$ cat config.mk
export PLATFORM = sky130hd
export DESIGN_NAME = minibus_arbiter_rr_flat
export DESIGN_NICKNAME = d
export VERILOG_FILES = /design/src/rtl/minibus_arbiter_rr_if.sv /design/src/rtl/minibus_arbiter_rr.sv /design/src/flat_wrapper.sv
export SDC_FILE = /design/constraint.sdc
export NUM_CORES = 1
export LEC_CHECK = 0
export CAP_MARGIN = 20
export CORE_MARGIN = 2
export CORE_UTILIZATION = 25
export DETAILED_ROUTE_END_ITERATION = 16
export GPL_TIMING_DRIVEN = 0
export HOLD_SLACK_MARGIN = 0.12
export SLEW_MARGIN = 10
export SYNTH_ARGS = -nofsm -noshare
export SYNTH_HDL_FRONTEND = slang
export SYNTH_SLANG_ARGS = --single-unit
export TNS_END_PERCENT = 50
$ cat constraint.sdc
create_clock -name CLK -period 1.74 [get_ports CLK]
set_input_delay 0.348 -clock CLK [delete_from_list [all_inputs] [get_ports CLK]]
set_output_delay 0.348 -clock CLK [all_outputs]
set_load 0.02 [all_outputs]
$ cat src/rtl/minibus_arbiter_rr_if.sv
// Channel-side request/response bundle and minibus master signals of the arbiter.
// master = arbiter side, slave = requesting channels plus minibus slave.
interface minibus_arbiter_rr_if #(
   parameter int NUM_CH = 2,
   parameter int ADDR_W = 32,
   parameter int DATA_W = 32
);
   localparam int ID_W = (NUM_CH > 1) ? $clog2(NUM_CH) : 1;

   logic [NUM_CH-1:0]        ch_ren;
   logic [NUM_CH-1:0]        ch_wen;
   logic [NUM_CH*ADDR_W-1:0] ch_addr;
   logic [NUM_CH*DATA_W-1:0] ch_wdata;
   logic [NUM_CH*2-1:0]      ch_width;
   logic [NUM_CH-1:0]        ch_hit;
   logic [NUM_CH-1:0]        ch_err;
   logic [DATA_W-1:0]        ch_rdata;
   logic                     bus_ren;
   logic                     bus_wen;
   logic [ADDR_W-1:0]        bus_addr;
   logic [DATA_W-1:0]        bus_wdata;
   logic [1:0]               bus_width;
   logic                     bus_ack;
   logic                     bus_err;
   logic [DATA_W-1:0]        bus_rdata;
   logic [ID_W-1:0]          grant_id;

   modport master (
      input  ch_ren, ch_wen, ch_addr, ch_wdata, ch_width,
      input  bus_ack, bus_err, bus_rdata,
      output ch_hit, ch_err, ch_rdata,
      output bus_ren, bus_wen, bus_addr, bus_wdata, bus_width, grant_id
   );

   modport slave (
      output ch_ren, ch_wen, ch_addr, ch_wdata, ch_width,
      output bus_ack, bus_err, bus_rdata,
      input  ch_hit, ch_err, ch_rdata,
      input  bus_ren, bus_wen, bus_addr, bus_wdata, bus_width, grant_id
   );
endinterface

$ cat src/rtl/minibus_arbiter_rr.sv
// N-channel minibus master arbiter: fixed or round-robin grant, one registered bus
// transaction at a time, bus timeout and per-channel completion/error pulses.
//
// state  | meaning
// S_IDLE | no transaction; winner latched on the edge leaving this state
// S_BUSY | strobe asserted, waiting for bus_ack or timeout
// S_DONE | ch_hit/ch_err/ch_rdata presented for one cycle
module minibus_arbiter_rr #(
   parameter int NUM_CH      = 2,
   parameter int ADDR_W      = 32,
   parameter int DATA_W      = 32,
   parameter int RR_MODE     = 1,
   parameter int TIMEOUT_CYC = 16
) (
   input logic                  CLK,
   input logic                  nRST,
   minibus_arbiter_rr_if.master mb
);
   localparam int ID_W = (NUM_CH > 1) ? $clog2(NUM_CH) : 1;
   localparam int TO_W = (TIMEOUT_CYC > 1) ? $clog2(TIMEOUT_CYC) : 1;
   localparam logic [TO_W-1:0] TO_LOAD = (TIMEOUT_CYC > 0) ? TO_W'(TIMEOUT_CYC - 1) : '0;

   typedef enum logic [1:0] {S_IDLE, S_BUSY, S_DONE} state_t;

   state_t              r_state;
   state_t              w_state_nxt;
   logic [NUM_CH-1:0]   w_req;
   logic                w_any_req;
   logic                w_found;
   int                  w_idx;
   logic [ID_W-1:0]     w_win;
   logic                w_win_wr;
   logic [ID_W-1:0]     w_rr_nxt;
   logic                w_timeout;
   logic [NUM_CH-1:0]   w_grant_oh;

   logic [ID_W-1:0]     r_rr_ptr;
   logic [ID_W-1:0]     r_grant;
   logic [TO_W-1:0]     r_cnt;
   logic                r_bus_ren;
   logic                r_bus_wen;
   logic [ADDR_W-1:0]   r_addr;
   logic [DATA_W-1:0]   r_wdata;
   logic [1:0]          r_width;
   logic [NUM_CH-1:0]   r_hit;
   logic [NUM_CH-1:0]   r_err;
   logic [DATA_W-1:0]   r_rdata;

   assign w_req      = mb.ch_ren | mb.ch_wen;
   assign w_any_req  = |w_req;
   assign w_win_wr   = mb.ch_wen[w_win];
   assign w_rr_nxt   = (w_win == ID_W'(NUM_CH - 1)) ? '0 : w_win + ID_W'(1);
   assign w_timeout  = (TIMEOUT_CYC != 0) && (r_cnt == '0);
   assign w_grant_oh = {{(NUM_CH-1){1'b0}}, 1'b1} << r_grant;

   always_comb begin
      w_win   = '0;
      w_found = 1'b0;
      w_idx   = 0;
      if (RR_MODE == 0) begin
         for (int k = NUM_CH - 1; k >= 0; k--)
            if (w_req[k]) w_win = ID_W'(k);
      end else begin
         // scan starts at the pointer and wraps past the top channel
         for (int k = 0; k < NUM_CH; k++) begin
            w_idx = int'(r_rr_ptr) + k;
            if (w_idx >= NUM_CH) w_idx = w_idx - NUM_CH;
            if (!w_found && w_req[w_idx]) begin
               w_found = 1'b1;
               w_win   = ID_W'(w_idx);
            end
         end
      end
   end

   always_ff @(posedge CLK or negedge nRST) begin
      if (!nRST) r_state <= S_IDLE;
      else       r_state <= w_state_nxt;
   end

   always_comb begin
      w_state_nxt = r_state;
      case (r_state)
         S_IDLE:  if (w_any_req) w_state_nxt = S_BUSY;
         S_BUSY:  if (mb.bus_ack || w_timeout) w_state_nxt = S_DONE;
         S_DONE:  w_state_nxt = S_IDLE;
         default: w_state_nxt = S_IDLE;
      endcase
   end

   always_ff @(posedge CLK or negedge nRST) begin
      if (!nRST) begin
         r_rr_ptr  <= '0;
         r_grant   <= '0;
         r_cnt     <= '0;
         r_bus_ren <= 1'b0;
         r_bus_wen <= 1'b0;
         r_addr    <= '0;
         r_wdata   <= '0;
         r_width   <= '0;
         r_hit     <= '0;
         r_err     <= '0;
         r_rdata   <= '0;
      end else begin
         r_hit   <= '0;
         r_err   <= '0;
         r_rdata <= '0;
         case (r_state)
            S_IDLE: begin
               if (w_any_req) begin
                  r_grant   <= w_win;
                  r_rr_ptr  <= w_rr_nxt;
                  r_cnt     <= TO_LOAD;
                  r_bus_ren <= ~w_win_wr;
                  r_bus_wen <= w_win_wr;
                  r_addr    <= mb.ch_addr[w_win*ADDR_W +: ADDR_W];
                  r_wdata   <= mb.ch_wdata[w_win*DATA_W +: DATA_W];
                  r_width   <= mb.ch_width[w_win*2 +: 2];
               end
            end
            S_BUSY: begin
               if (mb.bus_ack || w_timeout) begin
                  // ack outranks a timeout landing in the same cycle
                  r_bus_ren <= 1'b0;
                  r_bus_wen <= 1'b0;
                  r_hit     <= w_grant_oh;
                  r_err     <= mb.bus_ack ? ({NUM_CH{mb.bus_err}} & w_grant_oh) : w_grant_oh;
                  r_rdata   <= (mb.bus_ack && r_bus_ren) ? mb.bus_rdata : '0;
               end else begin
                  r_cnt <= r_cnt - TO_W'(1);
               end
            end
            default: ;
         endcase
      end
   end

   assign mb.bus_ren   = r_bus_ren;
   assign mb.bus_wen   = r_bus_wen;
   assign mb.bus_addr  = r_addr;
   assign mb.bus_wdata = r_wdata;
   assign mb.bus_width = r_width;
   assign mb.ch_hit    = r_hit;
   assign mb.ch_err    = r_err;
   assign mb.ch_rdata  = r_rdata;
   assign mb.grant_id  = r_grant;
endmodule
$ cat src/flat_wrapper.sv
// flat-port wrapper written by rule: the top's interface ports become plain ports
module minibus_arbiter_rr_flat 
#(
   parameter int NUM_CH      = 2,
   parameter int ADDR_W      = 32,
   parameter int DATA_W      = 32,
   parameter int RR_MODE     = 1,
   parameter int TIMEOUT_CYC = 16
)
  (CLK, nRST, mb_ch_ren, mb_ch_wen, mb_ch_addr, mb_ch_wdata, mb_ch_width, mb_bus_ack, mb_bus_err, mb_bus_rdata, mb_ch_hit, mb_ch_err, mb_ch_rdata, mb_bus_ren, mb_bus_wen, mb_bus_addr, mb_bus_wdata, mb_bus_width, mb_grant_id);
  minibus_arbiter_rr_if #(.NUM_CH(NUM_CH), .ADDR_W(ADDR_W), .DATA_W(DATA_W)) mb_i ();
  input logic CLK;
  input logic nRST;
  input wire logic [$bits(mb_i.ch_ren)-1:0] mb_ch_ren;
  input wire logic [$bits(mb_i.ch_wen)-1:0] mb_ch_wen;
  input wire logic [$bits(mb_i.ch_addr)-1:0] mb_ch_addr;
  input wire logic [$bits(mb_i.ch_wdata)-1:0] mb_ch_wdata;
  input wire logic [$bits(mb_i.ch_width)-1:0] mb_ch_width;
  input wire logic [$bits(mb_i.bus_ack)-1:0] mb_bus_ack;
  input wire logic [$bits(mb_i.bus_err)-1:0] mb_bus_err;
  input wire logic [$bits(mb_i.bus_rdata)-1:0] mb_bus_rdata;
  output wire logic [$bits(mb_i.ch_hit)-1:0] mb_ch_hit;
  output wire logic [$bits(mb_i.ch_err)-1:0] mb_ch_err;
  output wire logic [$bits(mb_i.ch_rdata)-1:0] mb_ch_rdata;
  output wire logic [$bits(mb_i.bus_ren)-1:0] mb_bus_ren;
  output wire logic [$bits(mb_i.bus_wen)-1:0] mb_bus_wen;
  output wire logic [$bits(mb_i.bus_addr)-1:0] mb_bus_addr;
  output wire logic [$bits(mb_i.bus_wdata)-1:0] mb_bus_wdata;
  output wire logic [$bits(mb_i.bus_width)-1:0] mb_bus_width;
  output wire logic [$bits(mb_i.grant_id)-1:0] mb_grant_id;
  assign mb_i.ch_ren = mb_ch_ren;
  assign mb_i.ch_wen = mb_ch_wen;
  assign mb_i.ch_addr = mb_ch_addr;
  assign mb_i.ch_wdata = mb_ch_wdata;
  assign mb_i.ch_width = mb_ch_width;
  assign mb_i.bus_ack = mb_bus_ack;
  assign mb_i.bus_err = mb_bus_err;
  assign mb_i.bus_rdata = mb_bus_rdata;
  assign mb_ch_hit = mb_i.ch_hit;
  assign mb_ch_err = mb_i.ch_err;
  assign mb_ch_rdata = mb_i.ch_rdata;
  assign mb_bus_ren = mb_i.bus_ren;
  assign mb_bus_wen = mb_i.bus_wen;
  assign mb_bus_addr = mb_i.bus_addr;
  assign mb_bus_wdata = mb_i.bus_wdata;
  assign mb_bus_width = mb_i.bus_width;
  assign mb_grant_id = mb_i.grant_id;
  minibus_arbiter_rr #(.NUM_CH(NUM_CH), .ADDR_W(ADDR_W), .DATA_W(DATA_W), .RR_MODE(RR_MODE), .TIMEOUT_CYC(TIMEOUT_CYC)) u_core (.CLK(CLK), .nRST(nRST), .mb(mb_i));
endmodule
== Word-level counts from Yosys, hierarchy flattened ==
Index checks and enable logic that the tools add are counted.

* Output and inout bits: 105
* Logic and storage cells: 78
* Register bits: 112

* Order comparisons: 5
* Shifts and indexed selects: 4
* $add $sub $neg: 5
* Multiplexer cells: 33
* Bitwise gates (word level): 3
* Reductions and logical operators: 12
* Equality and inequality tests: 4

{| class="wikitable"
|+ Operators by type and width
! kind !! count
|-
| 32-bit two-way mux || 5
|-
| 64-bit by 7-bit indexed part select with 32-bit output || 2
|-
| 32-bit by 3-bit less-than comparator with 1-bit output (second input constant) || 2
|-
| 32-bit by 3-bit >= comparator with 1-bit output (second input constant) || 1
|-
| 32-bit by 3-bit subtractor with 32-bit output (second input constant) || 1
|-
| 1-bit two-way mux || 15
|-
| 2-bit two-way mux || 7
|-
| 4-bit two-way mux || 2
|-
| 4-bit case mux with 2 select lines || 1
|-
| 3-bit AND reduction || 2
|-
| 4-bit zero test || 1
|-
| 2-bit by 1-bit inequality test with 1-bit output (second input constant) || 2
|-
| 1-bit case mux with 2 select lines || 2
|-
| 2-bit case mux with 2 select lines || 1
|-
| 2-bit AND reduction || 2
|-
| 4-bit by 3-bit indexed part select with 2-bit output || 1
|-
| 4-bit by 1-bit subtractor with 4-bit output (second input constant) || 1
|-
| 1-bit by 2-bit subtractor with 3-bit output (second input constant) || 1
|-
| 1-bit by 1-bit adder with 2-bit output (second input constant) || 1
|-
| 2-bit bitwise AND || 1
|-
| 2-bit by 1-bit == test with 1-bit output (second input constant) || 1
|-
| 1-bit by 2-bit >= comparator with 1-bit output (second input constant) || 1
|-
| 1-bit logical AND || 2
|-
| 2-bit zero test || 1
|-
| 10 further kinds || 10
|}

== Depth between registers and ports, before layout ==
* Depth in word-level cells: 14
* Gate-level depth with buffers: 7
* Mapped depth without buffers: 6

== Least setup slack after synthesis ==
No wires, ideal clock.

* Path type: register to register
* Start point: reg u_core.r_cnt[0]
* End point: reg u_core.r_cnt[1]
* Slack: 0.159 ns
* Required time: 1.615 ns
* Cell stages (with the launch flop): 7
* Arrival: 1.456 ns
* Buffers on the path: 0
* Cells stage by stage: dfrtp_1 > inv_1 > ha_1 > nor3b_1 > nor3b_2 > nand2b_4 > mux2_4

* Cells in the longest elaborated chain, start to end: 4
* Elaborated cells on any way between the ends: 7
* Classes of those cells: add/sub (1); eq/ne (1); mux (2); reduce/logical (3)

{| class="wikitable"
|+ Ends and longest elaborated chain
! item !! RTL line !! text
|-
| from (decl) || minibus_arbiter_rr.sv:39 || <nowiki>logic [TO_W-1:0] r_cnt;</nowiki>
|-
| from (signal assigned) || minibus_arbiter_rr.sv:130 || <nowiki>r_cnt <= r_cnt - TO_W'(1);</nowiki>
|-
| branches (longest 4 deep; another with 4-bit by 1-bit subtractor with 4-bit output) || -- ||
|}

Several ways; the timed one is not identified. The select of a mux whose other input is x is not followed.
A chain may end at the register's enable or synchronous reset.

== Final worst setup path ==
* Start point: reg u_core.r_wdata[4], in the netlist u_core.mb.bus_wdata[4]
* End point: out mb_bus_wdata[4]

{| class="wikitable"
|+ RTL lines
! item !! RTL line !! text
|-
| from (decl) || minibus_arbiter_rr.sv:43 || <nowiki>logic [DATA_W-1:0] r_wdata;</nowiki>
|-
| from (signal assigned) || minibus_arbiter_rr.sv:117 || <nowiki>r_wdata <= mb.ch_wdata[w_win*DATA_W +: DATA_W];</nowiki>
|-
| to (decl) || flat_wrapper.sv:28 || <nowiki>output wire logic [$bits(mb_i.bus_wdata)-1:0] mb_bus_wdata;</nowiki>
|}

No word-level cell between the ends.

==> results.json <==
{
  "hold_violations": 0,
  "numCtsBuffers": 9,
  "die_x_um": 143,
  "cp.arrival_ps": 1350,
  "nNetsFinal": 952,
  "drcViolationCount": 0,
  "insertion_delay_ps": 350,
  "rows": 50,
  "worst_hold_slack_ps": 487,
  "grt_pass1_vias": 4615,
  "r2r_slack_ps": 90,
  "ir_drop_mv": 0.610,
  "synthesis.instances": 487,
  "synth_top_family_by_area": "compound AO/OA/AOI/OAI gates",
  "ys_types": 33,
  "cpPeakStageDelay_ps": 620,
  "htree_levels": 3,
  "final_cell_area_sq_mm": 0.00832,
  "syn_to_final_growth_pct": 73.0,
  "hpwl_um": 12200,
  "hold_path.class": "in2async",
  "synth_area_leaders": "dfrtp_1, a21oi_1, nand2_1, a21oi_2, nor2_1",
  "power_leakage_nw": 3.55,
  "ys_ff_latch": 112,
  "vias": 4494,
  "yosys_warnings": 0,
  "synthXorXnorAreaFrac": 0.00182,
  "synth_area_sq_mm": 0.00481,
  "cp_data_required_time_ps": 1390,
  "powerDensity_mw_per_mm2": 1600,
  "drt-total-wl_um": 16600,
  "drtIter0Drc": 123,
  "place_area_sq_mm": 0.00790,
  "synth.top_cell.area_share": 0.582,
  "startpoint_type": "flop",
  "dr_wl_met3_um": 1710,
  "yosys.area_share.simple": 0.174,
  "grt_max_degree": 69,
  "firstDrtPassIters": 4,
  "topRoutingLayerUsed": "met4",
  "tightest_slew_ps": 439,
  "timing.fmax_mhz": 589,
  "die_h_um": 143,
  "rsz0062_at_grt": "no",
  "pre_cts_slack_ps": -577,
  "cts-root-buf": "clkbuf_16",
  "setup_ws_ps": 41.7,
  "yosysSeqAreaShare": 0.582,
  "ant_nets": 0,
  "cpMaxStageDelayCell": "clkdlybuf4s50_1",
  "cts.path.max_buffers": 2,
  "io_buffers": 276,
  "finalSetupViolCount": 0,
  "overflow": 0,
  "synth.mux.area_fraction": 0.00312,
  "drive_gt1_frac": 0.114,
  "cp_max_fo": 2,
  "initial_core_util": 0.256,
  "grt_pass1_wl_um": 25400,
  "synth_compound_area_frac": 0.181,
  "cp-end-kind": "output port",
  "fin_crit_sh": 0.976,
  "skew_ps": 5.49,
  "nFillCells": 1842,
  "syn_area_per_cell_sq_um": 9.88,
  "wl_met2_um": 7760,
  "path_clk_slew_ps": 80,
  "path_class": "reg2out",
  "clock_sinks": 112,
  "relSlewSlack": 0.707,
  "vias_per_cell": 4.41,
  "die_area_sq_mm": 0.0204,
  "ios": 277,
  "drt-met1-wl_um": 6860,
  "max_cap_violations": 0,
  "critPathBufInv": 1,
  "grt_usage": 0.164,
  "antenna_found_initial": 1,
  "cts_tree": "done",
  "critPathTopFamily": "buffers and inverters",
  "total_power_w": 0.0133,
  "finalMaxSlewViolations": 0,
  "synthAdderAreaFrac": 0.00260,
  "post-synth-top-area-cell": "dfrtp_1",
  "status": "complete, no violations",
  "synth_nets": 660,
  "post_drt_wl_per_cell_um": 16.3,
  "final_cell_mix": "clkdlybuf4s50_1, dfrtp_1, a21oi_1",
  "globalplace.congestion": 0.761,
  "layout_commonest_cell": "clkdlybuf4s50_1",
  "crit_chain": "clkdlybuf4s50_1",
  "core_area_sq_mm": 0.0188,
  "min_period_ps": 1700
}
[through the flow]
step | setup TNS [ps] | utilization | cells
after floorplan | 0 | - | 487
after global placement | -533450 | 0.419 | 997
after detailed placement | -32290 | 0.421 | 998
after CTS | -205 | 0.439 | 1017
after global routing | 0 | 0.443 | 1018
final | 0 | 0.444 | 1020
[layer usage]
metal | up-vias | GRT usage
met3 | 15 | 0.0684
met2 | 186 | 0.261
met5 | - | 0
met1 | 2102 | 0.203
li1 | 2191 | -
met4 | 0 | 0.0485
[state kept, by name, summed over array words and instances, names as in the netlist, 2 cells and up]
name / cells
u_core.mb.ch_err: 2
u_core.mb.ch_rdata: 32
u_core.r_state: 2
u_core.mb.ch_hit: 2
u_core.mb.bus_width: 2
u_core.r_cnt: 4
u_core.mb.bus_addr: 32
u_core.mb.bus_wdata: 32
[kinds of logic after synthesis]
kind of cell    Yosys count
mux                       1
flops                   112
fa+ha+maj                 1
simple gates            189
buf+inv                  38
xor+xnor                  1
compound gates          145
[power by group]
part / switching (W) / internal [W]
sequential: 0.000511 / 0.00357
combinational: 0.00379 / 0.00324
clock: 0.00107 / 0.00115
[final timing paths]
kind                                                         start                                end  cells past startpoint
max in group asynchronous                                     nRST  u_core.mb.bus_addr[9]$_DFFE_PN0P_                      3
worst min register to register      u_core.mb.grant_id$_DFFE_PN0P_      u_core.mb.ch_hit[0]$_DFF_PN0_                      1
worst max register to register         u_core.r_cnt[0]$_DFFE_PN0P_        u_core.r_cnt[1]$_DFFE_PN0P_                      6
worst max-delay path            u_core.mb.bus_wdata[4]$_DFFE_PN0P_                    mb_bus_wdata[4]                      1
worst min-delay path                                          nRST   u_core.mb.ch_rdata[18]$_DFF_PN0_                      2
min in group CLK                    u_core.mb.grant_id$_DFFE_PN0P_      u_core.mb.ch_hit[0]$_DFF_PN0_                      1
[cell usage after synthesis (all sizes together)]
cell type  instances
nor4               1
nor3b              2
o21ai              3
nand3              2
dfrtp            112
mux2               1
a21oi            133
nor2              70
nand2             72
a211o              1
and2              33
nor3               2
o21a               2
buf               27
xor2               1
a31oi              2
o2bb2ai            1
inv                5
o21bai             1
and3               1
a211oi             2
ha                 1
nor2b              1
nand2b             3
and2b              1
or2                1
clkbuf             6
[timing repair]
item,4_1_cts,5_1_grt
pin swaps,1,2
setup buffers,2,1
endpoints found under the hold margin,44,0
hold buffers,1,0
resized for setup,3,30
endpoints found under the setup margin,70,74
gates cloned,0,0
[cell type report]
class | instances | area (sq um) | area share
timing repair buffer | 281 | 2870 | 0.344
sequential | 112 | 2800 | 0.337
multi-input combinational | 337 | 1770 | 0.212
tap | 234 | 293 | 0.0352
buffer | 33 | 268 | 0.0322
clock buffer | 10 | 229 | 0.0275
clock inverter | 6 | 77.6 | 0.00932
inverter | 5 | 18.8 | 0.00225
antenna | 2 | 5.00 | 0.000601
Power figures use the tool's default switching activity.
